==> src/rtl/axis_pkt_deframer.sv <==
// Packet deframer: checks each AXI4-Stream packet's beat count against an expected
// length, forwards up to that many beats through a one-deep register slice and drops the rest.
module axis_pkt_deframer #(
  parameter  int TDATA_WIDTH    = 32,
  parameter  int MAX_PKT_LENGTH = 256,
  parameter  int ERR_CNT_WIDTH  = 16,
  localparam int CW             = $clog2(MAX_PKT_LENGTH) + 1
) (
  input  logic                     aclk,
  input  logic                     reset,
  input  logic [CW-1:0]            pkt_length,
  input  logic                     s_axis_tvalid,
  output logic                     s_axis_tready,
  input  logic [TDATA_WIDTH-1:0]   s_axis_tdata,
  input  logic                     s_axis_tlast,
  output logic                     m_axis_tvalid,
  input  logic                     m_axis_tready,
  output logic [TDATA_WIDTH-1:0]   m_axis_tdata,
  output logic [CW-1:0]            o_cnt,
  output logic                     pkt_done,
  output logic                     len_err,
  output logic [ERR_CNT_WIDTH-1:0] pkt_cnt,
  output logic [ERR_CNT_WIDTH-1:0] short_cnt,
  output logic [ERR_CNT_WIDTH-1:0] long_cnt
);

  localparam logic [CW-1:0] MAX_LEN = CW'(MAX_PKT_LENGTH);
  localparam logic [CW-1:0] ONE_LEN = CW'(1);

  typedef enum logic [1:0] {
    S_IDLE = 2'd0,
    S_RUN  = 2'd1,
    S_DROP = 2'd2
  } state_e;

  state_e                   state_q;
  logic [CW-1:0]            len_q;
  logic [CW-1:0]            cnt_q;
  logic                     m_valid_q;
  logic [TDATA_WIDTH-1:0]   m_data_q;
  logic                     pkt_done_q;
  logic                     len_err_q;
  logic [ERR_CNT_WIDTH-1:0] pkt_cnt_q;
  logic [ERR_CNT_WIDTH-1:0] short_cnt_q;
  logic [ERR_CNT_WIDTH-1:0] long_cnt_q;

  logic                     acc_d;
  logic [CW-1:0]            l_eff_d;
  logic [CW-1:0]            cnt_inc_d;

  function automatic logic [ERR_CNT_WIDTH-1:0] sat_inc(input logic [ERR_CNT_WIDTH-1:0] v);
    if (&v) begin
      return v;
    end else begin
      return v + ERR_CNT_WIDTH'(1);
    end
  endfunction

  // Dropped beats are always taken; otherwise only when the slice can accept a new beat.
  assign s_axis_tready = ~reset & ((state_q == S_DROP) | ~m_valid_q | m_axis_tready);

  // Handshake, next beat count and the clamped length for a packet starting this cycle.
  always_comb begin
    acc_d     = s_axis_tvalid & s_axis_tready;
    cnt_inc_d = cnt_q + ONE_LEN;
    if ((pkt_length == {CW{1'b0}}) || (pkt_length > MAX_LEN)) begin
      l_eff_d = MAX_LEN;
    end else begin
      l_eff_d = pkt_length;
    end
  end

  // Packet FSM, output slice, status pulses and statistics counters.
  always_ff @(posedge aclk) begin
    if (reset) begin
      state_q     <= S_IDLE;
      len_q       <= {CW{1'b0}};
      cnt_q       <= {CW{1'b0}};
      m_valid_q   <= 1'b0;
      m_data_q    <= {TDATA_WIDTH{1'b0}};
      pkt_done_q  <= 1'b0;
      len_err_q   <= 1'b0;
      pkt_cnt_q   <= {ERR_CNT_WIDTH{1'b0}};
      short_cnt_q <= {ERR_CNT_WIDTH{1'b0}};
      long_cnt_q  <= {ERR_CNT_WIDTH{1'b0}};
    end else begin
      pkt_done_q <= 1'b0;
      len_err_q  <= 1'b0;
      if (m_valid_q && m_axis_tready) begin
        m_valid_q <= 1'b0;
      end
      case (state_q)
        S_IDLE: begin
          if (acc_d) begin
            m_valid_q <= 1'b1;
            m_data_q  <= s_axis_tdata;
            cnt_q     <= ONE_LEN;
            len_q     <= l_eff_d;
            if (s_axis_tlast) begin
              pkt_done_q <= 1'b1;
              pkt_cnt_q  <= sat_inc(pkt_cnt_q);
              if (l_eff_d != ONE_LEN) begin
                len_err_q   <= 1'b1;
                short_cnt_q <= sat_inc(short_cnt_q);
              end
            end else if (l_eff_d == ONE_LEN) begin
              state_q <= S_DROP;
            end else begin
              state_q <= S_RUN;
            end
          end else begin
            cnt_q <= {CW{1'b0}};
          end
        end
        S_RUN: begin
          if (acc_d) begin
            m_valid_q <= 1'b1;
            m_data_q  <= s_axis_tdata;
            cnt_q     <= cnt_inc_d;
            if (s_axis_tlast) begin
              pkt_done_q <= 1'b1;
              pkt_cnt_q  <= sat_inc(pkt_cnt_q);
              state_q    <= S_IDLE;
              if (cnt_inc_d != len_q) begin
                len_err_q   <= 1'b1;
                short_cnt_q <= sat_inc(short_cnt_q);
              end
            end else if (cnt_inc_d == len_q) begin
              state_q <= S_DROP;
            end
          end
        end
        S_DROP: begin
          // o_cnt already equals the packet length here and simply holds.
          if (acc_d && s_axis_tlast) begin
            pkt_done_q <= 1'b1;
            len_err_q  <= 1'b1;
            pkt_cnt_q  <= sat_inc(pkt_cnt_q);
            long_cnt_q <= sat_inc(long_cnt_q);
            state_q    <= S_IDLE;
          end
        end
        default: begin
          state_q <= S_IDLE;
        end
      endcase
    end
  end

  assign m_axis_tvalid = m_valid_q;
  assign m_axis_tdata  = m_data_q;
  assign o_cnt         = cnt_q;
  assign pkt_done      = pkt_done_q;
  assign len_err       = len_err_q;
  assign pkt_cnt       = pkt_cnt_q;
  assign short_cnt     = short_cnt_q;
  assign long_cnt      = long_cnt_q;

endmodule

==> config.mk <==
export PLATFORM = sky130hd
export DESIGN_NAME = axis_pkt_deframer
export DESIGN_NICKNAME = d
export VERILOG_FILES = /design/src/rtl/axis_pkt_deframer.sv
export SDC_FILE = /design/constraint.sdc
export NUM_CORES = 1
export LEC_CHECK = 0
export ABC_AREA = 1
export CAP_MARGIN = 20
export CORE_ASPECT_RATIO = 1.4
export CORE_MARGIN = 3
export CORE_UTILIZATION = 53
export CTS_CLUSTER_DIAMETER = 80
export DETAILED_ROUTE_END_ITERATION = 8
export PLACE_DENSITY = 0.86
export SETUP_SLACK_MARGIN = 0.2
export SLEW_MARGIN = 0
export SYNTH_ARGS = -nofsm -noshare
export SYNTH_HDL_FRONTEND = slang
export SYNTH_SLANG_ARGS = --single-unit
==> constraint.sdc <==
create_clock -name aclk -period 5 [get_ports aclk]
set_clock_uncertainty 0.15 [all_clocks]
set_input_delay 0.75 -clock aclk [delete_from_list [all_inputs] [get_ports aclk]]
set_output_delay 0.75 -clock aclk [all_outputs]
set_load 0.02 [all_outputs]
# == After elaboration in Yosys (flattened, before gate mapping) ==
# Cells that the tools add are included.
# classes
add_sub_neg,4
n_lt_le_gt_ge,1
n_eq_ne,17
muxes,39
bitwise,7
reduce_logical,18
# op_table
operator,n
16-bit two-way mux,11
16-bit one-hot mux with 2 select lines,2
16-bit by 1-bit adder with 16-bit output (second input constant),3
16-bit AND reduction,3
9-bit two-way mux,2
9-bit one-hot mux with 2 select lines,1
2-bit two-way mux,7
2-bit != test (second input constant),7
1-bit two-way mux,13
9-bit by 1-bit adder with 9-bit output (second input constant),1
9-bit by 1-bit equality test with 1-bit output (second input constant),1
9-bit equality test,1
9-bit > comparator (second input constant),1
9-bit zero test,1
9-bit by 1-bit != test with 1-bit output (second input constant),1
9-bit != test,1
7-bit AND reduction,1
2-bit by 1-bit != test with 1-bit output (second input constant),3
2-bit one-hot mux with 3 select lines,1
2-bit AND reduction,3
5-bit AND reduction,1
4-bit AND reduction,1
2-bit nonzero test,2
3-bit != test (second input constant),1
12 further kinds,17
# word_totals
register_bits,103
in_bits,46
output_inout_bits,93
word_cells,96

# == Logic depth before layout (Yosys ltp) ==
# Gate-level depths: netlist (run 1).
# logic_depth
word_depth,8
ltp_mapped,15
ltp_nobuf,15

# == Worst setup path after synthesis (run 1) ==
# OpenSTA, ideal clock, no wires.
# synth_path
path_type,input -> register
from,input pkt_length[5]
to,register short_cnt_q[12] (netlist: short_cnt[12])
setup_time_ps,70
arrival_ps,2583
required_time_ps,4780
path_slack_ps,2197
cell_stages,14
path_buffers,1
path_cell_list,or2_2 > nor3_1 > nand2_1 > ha_1 > inv_1 > nand2_1 > nor3_1 > nand4_1 > nand3_2 > nor2_4 > nand2_4 > buf_12 > nand2_2 > a21oi_2
# synth_via
elab_chain_cells,6
elab_cells_between_ends,7
classes_between,order compare: 1; eq/ne: 2; mux: 1; reduce/logical: 3
# synth_lines
element,line,rtl
from (decl),11,"input logic [CW-1:0] pkt_length,"
9-bit > comparator / 9-bit zero test (equally long branches),66,if ((pkt_length == {CW{1'b0}}) || (pkt_length > MAX_LEN)) begin
1-bit logical OR,66,
9-bit two-way mux (*),66,
9-bit by 1-bit != test with 1-bit output (*),102,if (l_eff_d != ONE_LEN) begin
2-bit != test (no source line) (*),-,
7-bit AND reduction (no source line) (*),-,
to (signal assigned),84,short_cnt_q <= {ERR_CNT_WIDTH{1'b0}};
to (signal assigned),104,short_cnt_q <= sat_inc(short_cnt_q);
to (signal assigned),126,short_cnt_q <= sat_inc(short_cnt_q);
to (decl),44,logic [ERR_CNT_WIDTH-1:0] short_cnt_q;
# Every way passes the cells marked *; elsewhere a longest branch is shown, timed or not.
# A chain may end at the register's enable or synchronous reset.

# == Final worst setup path (run 1) ==
# layout_path
from,input pkt_length[5]
to,register short_cnt_q[4] (netlist: short_cnt[4])
# The elaborated chain is that of the path after synthesis.

==> flow_metrics.tcl, run 1 <==
set metrics [dict create \
    holdCritPathClass "reg2reg" \
    clk_pin_slew_ps 70 \
    dr.pass1.iters 5 \
    fp-row-count 42 \
    synth-edff-count 0 \
    p_clk_frac 0.387 \
    core_um2 9620 \
    critPathLaunchType "input pin" \
    met1Wirelength_um 5490 \
    cp_num_buf_inv 3 \
    gp_congestion 0.945 \
    maxCapViolations 0 \
    drt_iter0_drc 357 \
    slew_headroom 0.550 \
    final.setup.worst_slack_ps 1670 \
    ant_nets 0 \
    finalCriticalPeriod_ps 3330 \
    max_stage_delay_ps 410 \
    hold_viol 0 \
    grt_max_degree 59 \
    final_cell_mix "204 x nand2_1, 137 x clkdlybuf4s50_1, 103 x dfxtp_1" \
    cts_tree "built" \
    grt_pass1_wl_um 23700 \
    crit_top_cell "nand2_1" \
    power_w 0.00176 \
    synth_area_per_cell_um2 7.02 \
    hold_slack_ps 314 \
    synth_cell_types 38 \
    synth-seq-cells 103 \
    cts_root_buffer "clkbuf_16" \
    vdd_ir_drop_max_mv 0.194 \
    grt_remaining_overflow 0 \
    synth_ff_type "dfxtp_1" \
    synth_adder_area_share 0.0118 \
    layout_commonest_cell "nand2_1" \
    yosysWarnings 0 \
    synth_xor_area_frac 0.0578 \
    crit_family "simple AND/OR/NAND/NOR gates" \
    p_sw_w 0.000461 \
    synth_compound_area_frac 0.123 \
    end_kind "flop" \
    dr.max_layer_used "met4" \
    synth_simple_gate_area_frac 0.339 \
    first_global_vias 5208 \
    swShare 0.263 \
    crit_required_ps 5050 \
    syn_inst 756 \
    viasPerCell 5.37 \
    place_hpwl_um 10500 \
    fin_setup_tns_ps 0 \
    n_antenna_cell 0 \
    fmax_ghz 0.300 \
    postSynthNetCount 807 \
    crit_fanout 17 \
    cp_cell_sequence "clkdlybuf4s50_1 > or2_2 > nor3_1 > nand2_1 > ha_1 > inv_1 > nand2_1 > nand2_1 > inv_1 > nand4_1 > nand3_2 > nor2_4 > nand2_4 > nand2_1 > a21oi_1" \
    drive_above_1_share 0.0735 \
    crit_type "in2reg" \
    cts_buffers 9 \
    io_pins 139 \
    status "finished clean" \
    worst_slew_pin_slew_ps 674 \
    p_seq_frac 0.491 \
    power_density_nw_per_um2 251 \
    clock_sink_count 103 \
    start_util 0.552 \
    post-cts-setup-buffer-count 0 \
    cts_resized 0 \
    die_y_um 124 \
    clock_latency_ps 350 \
    fp.dieW_um 90.6 \
    portBuffers 138 \
    route.vias.total 5452 \
    fin_area_um2 7000 \
    synth_mux_area_frac 0 \
    arrival_ps 3380 \
    power.leakage_nw 2.50 \
    grtUsageTotal 0.250 \
    met3_length_um 1030 \
    placed_area_um2 6720 \
    place_ws_ps 1330 \
    cts_hold_buf 0 \
    wl_per_cell_um 13.8 \
    ys_seq_area_frac 0.388 \
    synth_area_um2 5310 \
    clockBufferDepth 2 \
    finalSetupViolCount 0 \
    antenna_found_initial 0 \
    area_delta_synth_final_pct 32.0 \
    rsz0062_at_grt "false" \
    nets 930 \
    drv_slew 0 \
    synth-async-reset-ratio 0 \
    finalWirelength_um 14100 \
    synth_top_family_by_area "simple AND/OR/NAND/NOR gates" \
    intPower_w 0.00129 \
    p_comb_frac 0.122 \
    dieArea_um2 11300 \
    fin_crit_sh 0.667 \
    cts_max_level 3 \
    cp_slowest_cell "clkdlybuf4s50_1" \
    wl_met2_um 7220 \
    drcViolationCount 0 \
]
flip-flops by register name (all words and copies together), names as in the netlist:
| name | cells |
|---|---|
| len_err | 1 |
| len_q | 9 |
| long_cnt | 16 |
| m_axis_tdata | 32 |
| m_axis_tvalid | 1 |
| o_cnt | 9 |
| pkt_cnt | 16 |
| pkt_done | 1 |
| short_cnt | 16 |
| state_q | 2 |
cell type report:
class | count | area, µm²
timing repair buffer | 139 | 1380
sequential | 103 | 2060
inverter | 76 | 287
multi-input combinational | 550 | 2820
clock inverter | 6 | 50.0
fill | 761 | 2610
tap | 132 | 165
clock buffer | 10 | 239
cells by family after synthesis:
kind of cell,count (synthesis)
simple gates,392
compound gates,118
fa+ha+maj,5
xor+xnor,35
flops,103
buf+inv,103
synth_stat cells, drive strengths merged (2+ instances only):
library cell | number | area [µm²]
nand3 | 68 | 370
nand4 | 8 | 50.1
nor4 | 10 | 68.8
ha | 5 | 62.6
clkbuf | 17 | 63.8
xnor2 | 10 | 87.6
dfxtp | 103 | 2060
a21oi | 89 | 487
nor3 | 21 | 110
nor2 | 54 | 249
xor2 | 25 | 219
nand3b | 2 | 15.0
inv | 75 | 282
nand2 | 223 | 895
a211oi | 3 | 22.5
and3 | 3 | 18.8
nor3b | 2 | 15.0
buf | 10 | 77.6
o21ai | 23 | 119
worst reg2reg max path, delay by kind of cell, from the launching register on:
family          cells  cell delay [ps]
buf+inv             2              590
compound gates      2              280
flops               1              340
simple gates        6             1330
metal layers:
| layer | vias to the layer above | GRT usage |
|---|---|---|
| li1 | 2705 | - |
| met1 | 2546 | 0.278 |
| met2 | 176 | 0.446 |
| met3 | 25 | 0.0659 |
| met4 | 0 | 0.102 |
| met5 | - | 0 |
metrics by stage:
step                utilization  std cells
floorplan                     -        756
finish                    0.728       1016
global placement          0.698       1000
CTS                       0.728       1016
global route              0.728       1016
detailed placement        0.698       1000
worst paths after layout:
path | start | slack, ps | end | cells past startpoint
worst max-delay path | pkt_length[5] | 1670 | short_cnt[4]$_SDFFE_PP0P_ | 15
worst min-delay path | m_axis_tdata[14]$_SDFFE_PP0P_ | 310 | m_axis_tdata[14]$_SDFFE_PP0P_ | 2
worst max register to register | state_q[0]$_SDFFE_PP0P_ | 2200 | short_cnt[4]$_SDFFE_PP0P_ | 10
worst min register to register | m_axis_tdata[14]$_SDFFE_PP0P_ | 310 | m_axis_tdata[14]$_SDFFE_PP0P_ | 2
power groups by stage:
| stage | sequential [W] | combinational [W] | clock, W |
|---|---|---|---|
| floorplan | 0.000897 | 0.000103 | 0 |
| global placement | 0.000880 | 0.000208 | 0 |
| detailed placement | 0.000881 | 0.000214 | 0 |
| CTS | 0.000862 | 0.000216 | 0.000695 |
| global route | 0.000865 | 0.000237 | 0.000727 |
| finish | 0.000862 | 0.000214 | 0.000679 |
No activity file was read; power rests on OpenSTA's default activity.
==> inputs of run 2 (changes only) <==
--- a/config.mk
+++ b/config.mk
@@ -9,10 +9,10 @@
 export CAP_MARGIN = 20
 export CORE_ASPECT_RATIO = 1.4
 export CORE_MARGIN = 3
-export CORE_UTILIZATION = 53
+export CORE_UTILIZATION = 49
 export CTS_CLUSTER_DIAMETER = 80
 export DETAILED_ROUTE_END_ITERATION = 8
-export PLACE_DENSITY = 0.86
+export PLACE_DENSITY = 0.8
 export SETUP_SLACK_MARGIN = 0.2
 export SLEW_MARGIN = 0
 export SYNTH_ARGS = -nofsm -noshare
==> constraint.sdc (replaced) <==
create_clock -name aclk -period 3.1 [get_ports aclk]
set_clock_uncertainty 0.15 [all_clocks]
set_input_delay 0.465 -clock aclk [delete_from_list [all_inputs] [get_ports aclk]]
set_output_delay 0.465 -clock aclk [all_outputs]
set_load 0.02 [all_outputs]
==> run 2 against run 1 <==
Global-route usage fell by 1.3 points. Clock-buffer cell count fell by 1. Sequential share of layout area fell by 0.61 points. Hold slack barely moved. Worst setup slack got worse by 1200 ps. Clock power rose by 75%. Critical path depth did not move. Design area rose by 2.1%. Final cell count rose by 1.6%. Critical path type unchanged. Largest cell class unchanged.
==> flow_metrics.tcl, run 2 (synthesized netlist as in run 1, its figures left out) <==
set metrics [dict create \
    status "finished clean" \
    arrival_ps 2800 \
    max_stage_delay_ps 450 \
    final_util 0.684 \
    cts_max_level 3 \
    crit_required_ps 3230 \
    cts_root_buffer "clkbuf_16" \
    fin_area_um2 7150 \
    clock_sink_count 103 \
    place_ws_ps -106 \
    viasPerCell 5.32 \
    placed_area_um2 6820 \
    portBuffers 138 \
    power.leakage_nw 2.57 \
    drive_above_1_share 0.0884 \
    fin_crit_sh 0.860 \
    area_delta_synth_final_pct 34.8 \
    crit_type "in2reg" \
    dr.pass1.iters 5 \
    ant_nets 0 \
    grtUsageTotal 0.237 \
    finalCriticalPeriod_ps 2670 \
    vdd_ir_drop_max_mv 0.335 \
    grt_remaining_overflow 0 \
    hold_viol 0 \
    drcViolationCount 0 \
    io_pins 139 \
    wl_per_cell_um 13.9 \
    p_comb_frac 0.123 \
    slew_headroom 0.554 \
    drt_iter0_drc 282 \
    cts_hold_buf 0 \
    route.vias.total 5494 \
    fin_setup_tns_ps 0 \
    cts_buffers 9 \
    dieArea_um2 12100 \
    critPathLaunchType "input pin" \
    intPower_w 0.00217 \
    core_um2 10500 \
    clock_latency_ps 350 \
    drv_slew 0 \
    cp_cell_sequence "clkdlybuf4s50_1 > or2_4 > nor3_2 > nand2_1 > ha_1 > inv_2 > nand2_1 > nand2_1 > nor3_2 > nand4_1 > nand3_2 > nor2_4 > buf_6 > nand3_1 > a21oi_2" \
    final.setup.worst_slack_ps 434 \
    grt_pass1_wl_um 23600 \
    fp.dieW_um 94.0 \
    clockBufferDepth 2 \
    power_density_nw_per_um2 411 \
    cp_slowest_cell "clkdlybuf4s50_1" \
    finalSetupViolCount 0 \
    largest_reg_flops 32 \
    nets 940 \
    end_kind "flop" \
    crit_fanout 16 \
    final_cell_mix "204 x nand2_1, 137 x clkdlybuf4s50_1, 103 x dfxtp_1" \
    n_antenna_cell 0 \
    fp-row-count 44 \
    worst_slew_pin_slew_ps 667 \
    crit_top_cell "nand2_1" \
    antenna_found_initial 0 \
    finalWirelength_um 14400 \
    holdCritPathClass "reg2reg" \
    maxCapViolations 0 \
    grt_max_degree 58 \
    clk_pin_slew_ps 80 \
    p_clk_frac 0.405 \
    p_sw_w 0.000774 \
    swShare 0.263 \
    fmax_ghz 0.375 \
    fillCellCount 872 \
    place_hpwl_um 10500 \
    first_global_vias 5257 \
    start_util 0.507 \
    rsz0062_at_grt "false" \
    gp_congestion 0.904 \
    cts_tree "built" \
    layout_commonest_cell "nand2_1" \
    die_y_um 129 \
    p_seq_frac 0.472 \
]
## run 2: cell types whose count changed in the layout (fill, tap and decap cells not counted), moves of 2 or more
| cell | before | now |
|---|---|---|
| nor3_2 | 1 | 3 |
| buf_4 | 1 | 8 |
| nor3_1 | 20 | 18 |
| buf_12 | 0 | 2 |
| inv_8 | 0 | 2 |
## run 2: power groups by stage
stage / Combinational (W) / Sequential, W / Clock [W]
finish: 0.000362 / 0.00139 / 0.00119
global route: 0.000398 / 0.00139 / 0.00126
CTS: 0.000359 / 0.00139 / 0.00121
detailed placement: 0.000357 / 0.00142 / 0
global placement: 0.000350 / 0.00142 / 0
floorplan: 0.000166 / 0.00145 / 0
## run 2: stage by stage
step           hold WS (ps)  std cells  power (W)
2_1_floorplan           302        756    0.00161
3_3_place_gp            301       1015    0.00177
3_5_place_dp            307       1015    0.00178
4_1_cts                 317       1031    0.00295
5_1_grt                 333       1032    0.00305
6_report                314       1032    0.00294
## run 2: final cells by class
cell class              instances  area, µm²  share of cell area
repair buffers                149       1490               0.208
inverters                      76        287              0.0401
clock inverters                 7       86.3              0.0121
well taps                     138        173              0.0241
flip-flops and latches        103       2060               0.288
clock buffers                   9        225              0.0315
multi-input cells             550       2830               0.396
## run 2: metal layers
layer	vias up	share of wire	GRT usage
li1	2723	-	-
met1	2573	0.40	0.276
met2	165	0.51	0.416
met3	33	0.064	0.0540
met4	0	0.025	0.100
met5	-	0	0
## run 2: worst paths after layout
path	startpoint	end	slack, ps	cells past startpoint
worst max register to register	o_cnt[1]$_SDFFE_PP0P_	short_cnt[6]$_SDFFE_PP0P_	610	12
worst max-delay path	pkt_length[5]	short_cnt[6]$_SDFFE_PP0P_	430	15
worst min-delay path	m_axis_tdata[26]$_SDFFE_PP0P_	m_axis_tdata[26]$_SDFFE_PP0P_	310	2
worst min register to register	m_axis_tdata[26]$_SDFFE_PP0P_	m_axis_tdata[26]$_SDFFE_PP0P_	310	2
## run 2: worst max-delay path: cells and delay by family
| kind | cells | cell delay, ps |
|---|---|---|
| buffers and inverters | 3 | 720 |
| adder cells (fa/ha/maj) | 1 | 290 |
| AO/OA/AOI/OAI | 1 | 160 |
| AND/OR/NAND/NOR | 10 | 1170 |
## run 2: repair_timing
action	4_1_cts	5_1_grt
gates resized for setup	0	6
setup endpoints to repair	0	16
buffers inserted	0	1
